**config.mk**
```make
export PLATFORM = sky130hd
export DESIGN_NAME = usb_ep_buffer
export DESIGN_NICKNAME = d
export VERILOG_FILES = /design/src/rtl/usb_buf_pkg.sv /design/src/rtl/usb_ep_fifo_ctrl.sv /design/src/rtl/usb_ep_buffer.sv
export SDC_FILE = /design/constraint.sdc
export NUM_CORES = 2
export LEC_CHECK = 0
export CORE_UTILIZATION = 25
export DETAILED_ROUTE_END_ITERATION = 8
export GPL_TIMING_DRIVEN = 0
export PLACE_DENSITY = 0.37
export SYNTH_ARGS = -nofsm -noshare
export SYNTH_HDL_FRONTEND = slang
export SYNTH_SLANG_ARGS = --single-unit
```
**constraint.sdc**
```tcl
create_clock -name clk -period 3.33 [get_ports clk]
set_input_delay 0.4995 -clock clk [delete_from_list [all_inputs] [get_ports clk]]
set_output_delay 0.4995 -clock clk [all_outputs]
set_load 0.02 [all_outputs]
```
**src/rtl/usb_buf_pkg.sv**
```systemverilog
// Shared defaults, endpoint-operation encoding and width helper for the
// multi-endpoint USB data buffer.
package usb_buf_pkg;

    localparam int DEF_DATA_W = 8;
    localparam int DEF_DEPTH  = 64;
    localparam int DEF_NUM_EP = 4;

    typedef enum logic [1:0] {
        OP_NONE,
        OP_PUSH,
        OP_POP,
        OP_CLR
    } ep_op_e;

    function automatic int occ_width(input int depth);
        return $clog2(depth + 1);
    endfunction

endpackage

```
**src/rtl/usb_ep_fifo_ctrl.sv**
```systemverilog
// Pointer, count and full/empty bookkeeping for one endpoint FIFO.
// Takes arbitrated push/pop requests plus clear and reports which ops took effect.
module usb_ep_fifo_ctrl
    import usb_buf_pkg::*;
#(
    parameter int  DEPTH = DEF_DEPTH,
    localparam int PW    = $clog2(DEPTH),
    localparam int OCW   = occ_width(DEPTH)
) (
    input  logic           clk,
    input  logic           rst,
    input  logic           push_req,
    input  logic           pop_req,
    input  logic           clr,
    output logic           push_ok,
    output logic           pop_ok,
    output logic [PW-1:0]  wr_ptr,
    output logic [PW-1:0]  rd_ptr,
    output logic [OCW-1:0] count,
    output logic           empty,
    output logic           full
);

    ep_op_e op;

    assign empty = (count == '0);
    assign full  = (count == OCW'(DEPTH));

    // A pop on a full FIFO frees the slot the same-cycle push lands in.
    assign pop_ok  = pop_req && !clr && !empty;
    assign push_ok = push_req && !clr && (!full || pop_ok);

    always_comb begin
        op = OP_NONE;
        if (clr)
            op = OP_CLR;
        else if (push_ok && !pop_ok)
            op = OP_PUSH;
        else if (pop_ok && !push_ok)
            op = OP_POP;
    end

    always_ff @(posedge clk or posedge rst) begin
        if (rst) begin
            wr_ptr <= '0;
            rd_ptr <= '0;
            count  <= '0;
        end else if (op == OP_CLR) begin
            wr_ptr <= '0;
            rd_ptr <= '0;
            count  <= '0;
        end else begin
            if (push_ok)
                wr_ptr <= wr_ptr + PW'(1);
            if (pop_ok)
                rd_ptr <= rd_ptr + PW'(1);
            case (op)
                OP_PUSH: count <= count + OCW'(1);
                OP_POP:  count <= count - OCW'(1);
                default: ;
            endcase
        end
    end

endmodule

```
**src/rtl/usb_ep_buffer.sv**
```systemverilog
// NUM_EP independent circular FIFOs shared by a host side and a packet side.
// Optional build macro USB_EP_BUF_WATERMARK_EN adds host_almost_full and ovf_sticky.
module usb_ep_buffer
    import usb_buf_pkg::*;
#(
    parameter int  DATA_W    = DEF_DATA_W,
    parameter int  DEPTH     = DEF_DEPTH,
    parameter int  NUM_EP    = DEF_NUM_EP,
`ifdef USB_EP_BUF_WATERMARK_EN
    parameter int  WATERMARK = 48,
`endif
    localparam int EPW       = (NUM_EP > 1) ? $clog2(NUM_EP) : 1,
    localparam int OCW       = occ_width(DEPTH),
    localparam int PW        = $clog2(DEPTH)
) (
    input  logic              clk,
    input  logic              rst,
    input  logic [EPW-1:0]    host_ep,
    input  logic              store_tx_data,
    input  logic [DATA_W-1:0] tx_data,
    input  logic              get_rx_data,
    output logic [DATA_W-1:0] rx_data,
    input  logic              clear,
    input  logic [EPW-1:0]    pkt_ep,
    input  logic              store_rx_packet_data,
    input  logic [DATA_W-1:0] rx_packet_data,
    input  logic              get_tx_packet_data,
    output logic [DATA_W-1:0] tx_packet_data,
    input  logic              flush,
    output logic [OCW-1:0]    buffer_occupancy,
    output logic [OCW-1:0]    pkt_occupancy,
    output logic              host_empty,
    output logic              host_full,
    output logic              pkt_empty,
    output logic              pkt_full,
`ifdef USB_EP_BUF_WATERMARK_EN
    output logic              host_almost_full,
    output logic [NUM_EP-1:0] ovf_sticky,
`endif
    output logic              overflow_err,
    output logic              underflow_err
);

    logic [NUM_EP-1:0] h_push, p_push, h_pop, p_pop, clr;
    logic [NUM_EP-1:0] push_ok, pop_ok, ovf, unf, ep_empty, ep_full;
    logic [PW-1:0]     wr_ptr [NUM_EP];
    logic [PW-1:0]     rd_ptr [NUM_EP];
    logic [OCW-1:0]    count  [NUM_EP];
    logic [DATA_W-1:0] mem    [NUM_EP][DEPTH];

    // Out-of-range selects match no endpoint, so their ops fall away here.
    for (genvar g = 0; g < NUM_EP; g++) begin : g_ep
        assign h_push[g] = store_tx_data        && (host_ep == EPW'(g));
        assign p_push[g] = store_rx_packet_data && (pkt_ep  == EPW'(g));
        assign h_pop[g]  = get_rx_data          && (host_ep == EPW'(g));
        assign p_pop[g]  = get_tx_packet_data   && (pkt_ep  == EPW'(g));
        assign clr[g]    = (clear && (host_ep == EPW'(g))) || (flush && (pkt_ep == EPW'(g)));

        // Losing side of a same-endpoint collision counts as an error too.
        assign ovf[g] = !clr[g] && (((h_push[g] || p_push[g]) && !push_ok[g]) || (h_push[g] && p_push[g]));
        assign unf[g] = !clr[g] && (((h_pop[g] || p_pop[g]) && !pop_ok[g]) || (h_pop[g] && p_pop[g]));

        usb_ep_fifo_ctrl #(.DEPTH(DEPTH)) u_ctrl (
            .clk      (clk),
            .rst      (rst),
            .push_req (h_push[g] || p_push[g]),
            .pop_req  (h_pop[g] || p_pop[g]),
            .clr      (clr[g]),
            .push_ok  (push_ok[g]),
            .pop_ok   (pop_ok[g]),
            .wr_ptr   (wr_ptr[g]),
            .rd_ptr   (rd_ptr[g]),
            .count    (count[g]),
            .empty    (ep_empty[g]),
            .full     (ep_full[g])
        );
    end

    always_ff @(posedge clk) begin
        for (int e = 0; e < NUM_EP; e++) begin
            if (push_ok[e])
                mem[e][wr_ptr[e]] <= h_push[e] ? tx_data : rx_packet_data;
        end
    end

    always_ff @(posedge clk or posedge rst) begin
        if (rst) begin
            rx_data        <= '0;
            tx_packet_data <= '0;
            overflow_err   <= 1'b0;
            underflow_err  <= 1'b0;
        end else begin
            overflow_err  <= |ovf;
            underflow_err <= |unf;
            for (int e = 0; e < NUM_EP; e++) begin
                if (pop_ok[e] && p_pop[e])
                    tx_packet_data <= mem[e][rd_ptr[e]];
                else if (pop_ok[e] && h_pop[e])
                    rx_data <= mem[e][rd_ptr[e]];
            end
        end
    end

    always_comb begin
        buffer_occupancy = '0;
        host_empty       = 1'b1;
        host_full        = 1'b0;
        pkt_occupancy    = '0;
        pkt_empty        = 1'b1;
        pkt_full         = 1'b0;
        for (int e = 0; e < NUM_EP; e++) begin
            if (host_ep == EPW'(e)) begin
                buffer_occupancy = count[e];
                host_empty       = ep_empty[e];
                host_full        = ep_full[e];
            end
            if (pkt_ep == EPW'(e)) begin
                pkt_occupancy = count[e];
                pkt_empty     = ep_empty[e];
                pkt_full      = ep_full[e];
            end
        end
    end

`ifdef USB_EP_BUF_WATERMARK_EN
    assign host_almost_full = (buffer_occupancy >= OCW'(WATERMARK));

    always_ff @(posedge clk or posedge rst) begin
        if (rst)
            ovf_sticky <= '0;
        else
            ovf_sticky <= (ovf_sticky & ~clr) | ovf;
    end
`endif

endmodule

```
==> results.rst <==
.. list-table::
   :header-rows: 1

   * - Metric
     - Value
   * - Total number of nets in the final design
     - 5038
   * - Largest net degree at the start of global routing
     - 72
   * - Post-synthesis area per instance
     - 18.73 sq um
   * - Outcome
     - complete, but fails checks
   * - Num CTS Buffers
     - around 240
   * - Average wire per cell in the routed design
     - 31.03 microns
   * - Crit-path max FO
     - 3
   * - Main combinational cell family by area after synthesis
     - multiplexers
   * - CP required
     - 2830 ps
   * - First drt pass iteration count
     - 5
   * - Post-Synth Adder-Cell Area
     - 0.005110
   * - Number of flops mapped to enable cells by yosys
     - 2048
   * - Worst relative slew slack
     - 0.1033
   * - Maximum clock path buffer count
     - 4
   * - Top Ports
     - 64
   * - Final setup violation count
     - 4
   * - Launch instance of the worst register-to-register path
     - g_ep[0].u_ctrl.rd_ptr[4]
   * - Final global-route overflow total
     - 0
   * - Via count
     - 46.70k
   * - Global-route wire length before repair
     - 413.2 mm
   * - Initial standard-cell utilization of the core
     - 0.2519
   * - Critical Path End Type
     - output port
   * - Clock sink count
     - between 2k and 2.5k
   * - Post-synthesis compound-gate area fraction
     - 0.04663
   * - Number of distinct library cells after synthesis
     - 95
   * - Clock Pin Slew Worst Setup and Hold Paths
     - 60 ps
   * - Sum of negative setup slack
     - -277.8 ps
   * - Avg Vias per Cell
     - 4.792
   * - Commonest register cell after synthesis
     - edfxtp_1
   * - Drt initial violations
     - 3900
   * - HPWL Detailed
     - 198.3 mm
   * - Post-Syn Area
     - 86680 sq um
   * - Critical Path Start
     - g_ep[1].u_ctrl.count[1]
   * - Max Clk Rate
     - 291.6 MHz
   * - Vias in the first global route
     - 47.23k
   * - Number of H-tree branching levels
     - 4
   * - Syn_nets
     - 4683
   * - Worst supply voltage drop on vdd
     - roughly 0.48 mV
   * - Die Wd
     - 590.8 microns
   * - Static leakage
     - 31.82 nW
   * - Power per Cell Area
     - 744.1 nW/um^2
   * - Count of yosys warnings during synthesis
     - 0
   * - Yosys reg bits
     - 2142
   * - Max-cap violations
     - 0
   * - Sequential-to-total area share from yosys stat
     - 0.7367
   * - Asr flop ratio synth
     - 0.04388
   * - Count of hold buffers inserted by post-cts repair
     - 0
   * - Antenna violations before repair
     - 19
   * - Crit path launch type
     - flip-flop
   * - Worst-skew pair later-pin latency
     - 920 ps
   * - Overall routed net length
     - 302.4 mm
   * - Crit path DAT
     - 2930 ps
   * - Gp weighted congestion
     - 0.7983
   * - Clock tree skew after final layout
     - around 42 ps
   * - Share of the clock period used by the worst path after layout
     - 1.030
   * - Die footprint
     - approximately 350000 sq um
   * - Worst Hold Class
     - input port to asynchronous set/reset pin
   * - Vertical die dimension
     - 590.8 microns
   * - Startpoint-to-endpoint class of the critical path
     - flip-flop to output port
   * - Post-layout worst setup margin
     - -99.44 ps
   * - Core outline area
     - 344100 sq um
   * - Unrepaired setup endpoints after global routing
     - yes
   * - Post-layout minimum cycle time
     - 3429 ps
   * - Site row count
     - ~220
   * - Count of pins over their slew limit
     - 0
   * - Synthesized instance count
     - 4627
   * - Clock tree from TritonCTS
     - built
   * - Total power consumption of the routed design
     - slightly below 80 mW
   * - Remaining routing DRC violations
     - 0
   * - Root cell of the clock tree
     - clkbuf_16
   * - Combined global-route utilization of all metal layers
     - 0.1708
   * - Multiplexer area fraction after synthesis
     - 0.1480
   * - Area share of xor/xnor cells in the synthesized design
     - 0.005659
   * - Remaining number of nets flagged by the antenna check after routing
     - 0
   * - Area grow syn2layout
     - 21.01%
   * - Number of endpoints with negative hold slack in the final report
     - 0
   * - Fraction of final layout cells sized beyond drive strength 1
     - 0.2875
   * - PortBufs
     - 59
   * - Tightest Pin Transition
     - 1345 ps
   * - Violations in the final reports
     - setup timing
   * - Area fraction in and, or, nand and nor cells after synthesis
     - 0.03934
cell families after synthesis:
group / after synthesis
xor+xnor: 56
buf+inv: 308
simple gates: 732
mux: 794
flops: 2142
compound gates: 560
fa+ha+maj: 35
per-stage QoR:
stage	hold slack [ps]	utilization	setup WS, ps	std cells	area (sq um)
2_1_floorplan	518.6	-	33.44	4627	86690
3_3_place_gp	549.4	0.2703	-2139	9243	92990
3_5_place_dp	556.2	0.2708	-2110	9247	93160
4_1_cts	83.44	0.3023	-212.4	9712	104000
5_1_grt	75.09	0.3048	-163.6	9738	104900
6_report	81.54	0.3049	-99.44	9745	104900
critical path, cell delays in order, from the launching register on:
cell and delay, ps:
dfrtp_2 430, or4_4 580, nor4b_4 380, mux4_2 470
buf_6 160
layout make-up:
type                       instances  area [sq um]
clock inverter                   111         922.1
clock buffer                     324          6426
timing repair buffer             119          1229
buffer                           267          2058
sequential                      2142         63860
antenna                           12         30.03
fill                           33400        239200
inverter                          36         141.4
tap                             4557          5702
multi-input combinational       2177         24520
layout by cell type, fill, tap and decap left out, drive strengths merged, types with 10 or more instances in the layout:
cell type,Yosys,final
bufinv,0,14
o22ai,77,77
buf,160,218
clkbuf,112,435
a211o,19,19
a21oi,95,95
dfrtp,94,94
inv,35,41
clkinv,1,87
nand3,63,63
mux2i,350,350
a22oi,36,36
xor2,33,33
xnor2,23,23
clkdlybuf4s50,0,46
nand2,126,126
and2,19,19
o21ai,66,66
nor2b,24,24
a22o,21,21
mux4,383,383
or3,12,12
nor2,381,381
diode,0,12
edfxtp,2048,2048
o221ai,64,64
a211oi,32,32
or3b,10,10
mux2,61,61
o211ai,10,10
nor3,18,18
a21o,15,15
a221oi,61,61
nand3b,18,18
ha,25,25
sequential cells by signal, indices dropped and copies added (netlist names):
| register | cells |
|---|---|
| overflow_err | 1 |
| tx_packet_data | 8 |
| rx_data | 8 |
| underflow_err | 1 |
| g_ep.u_ctrl.wr_ptr | 24 |
| mem | 2048 |
| g_ep.u_ctrl.count | 28 |
| g_ep.u_ctrl.rd_ptr | 24 |
cell usage after synthesis (all sizes together), types with 9 or more instances:
library cell / number / area share
nand2: 126 / 0.0055
o221ai: 64 / 0.0065
o22ai: 77 / 0.0056
nand3: 63 / 0.0037
a221oi: 61 / 0.0064
xor2: 33 / 0.0033
dfrtp: 94 / 0.027
a21oi: 95 / 0.0055
mux4: 383 / 0.10
a31oi: 9 / 0.00065
mux2: 61 / 0.0079
or3b: 10 / 0.0010
o21ai: 66 / 0.0038
a211o: 19 / 0.0020
a22o: 21 / 0.0021
ha: 25 / 0.0036
nor2b: 24 / 0.0018
clkbuf: 112 / 0.0049
and2: 19 / 0.0014
mux2i: 350 / 0.040
inv: 35 / 0.0015
a211oi: 32 / 0.0028
buf: 160 / 0.012
nor3: 18 / 0.0012
a21o: 15 / 0.0013
or3: 12 / 0.00087
edfxtp: 2048 / 0.71
nand3b: 18 / 0.0017
o211ai: 10 / 0.00092
a22oi: 36 / 0.0031
xnor2: 23 / 0.0023
or2: 9 / 0.00065
nor2: 381 / 0.016
final timing paths:
kind / end / slack [ps] / cells past startpoint
hold / removal: g_ep[1].u_ctrl.rd_ptr[0] / 80 / 2
min in group clk: overflow_err / 170 / 4
setup reg to reg: rx_data[3] / 20 / 8
max in group asynchronous: g_ep[2].u_ctrl.count[2] / 2470 / 3
hold reg to reg: g_ep[3].u_ctrl.wr_ptr[2] / 570 / 2
setup / recovery: pkt_full / -100 / 4
power by group:
group	switching (mW)	total (mW)	internal (mW)
registers	0.826	31.0	30.1
clock network	11.0	25.5	14.5
logic	13.1	21.5	8.46
per-layer routing:
metal / wire [microns] / track usage
met5: 0 / 0
met4: 7257 / 0.03930
met3: 11560 / 0.02036
met2: 146900 / 0.2858
met1: 136700 / 0.2367
repair_timing:
action,in CTS,in global routing
buffers inserted,32,23
pin swaps,26,20
endpoints found under the setup margin,2095,883
gates resized for setup,914,137
No activity file was read; power rests on OpenSTA's default activity.
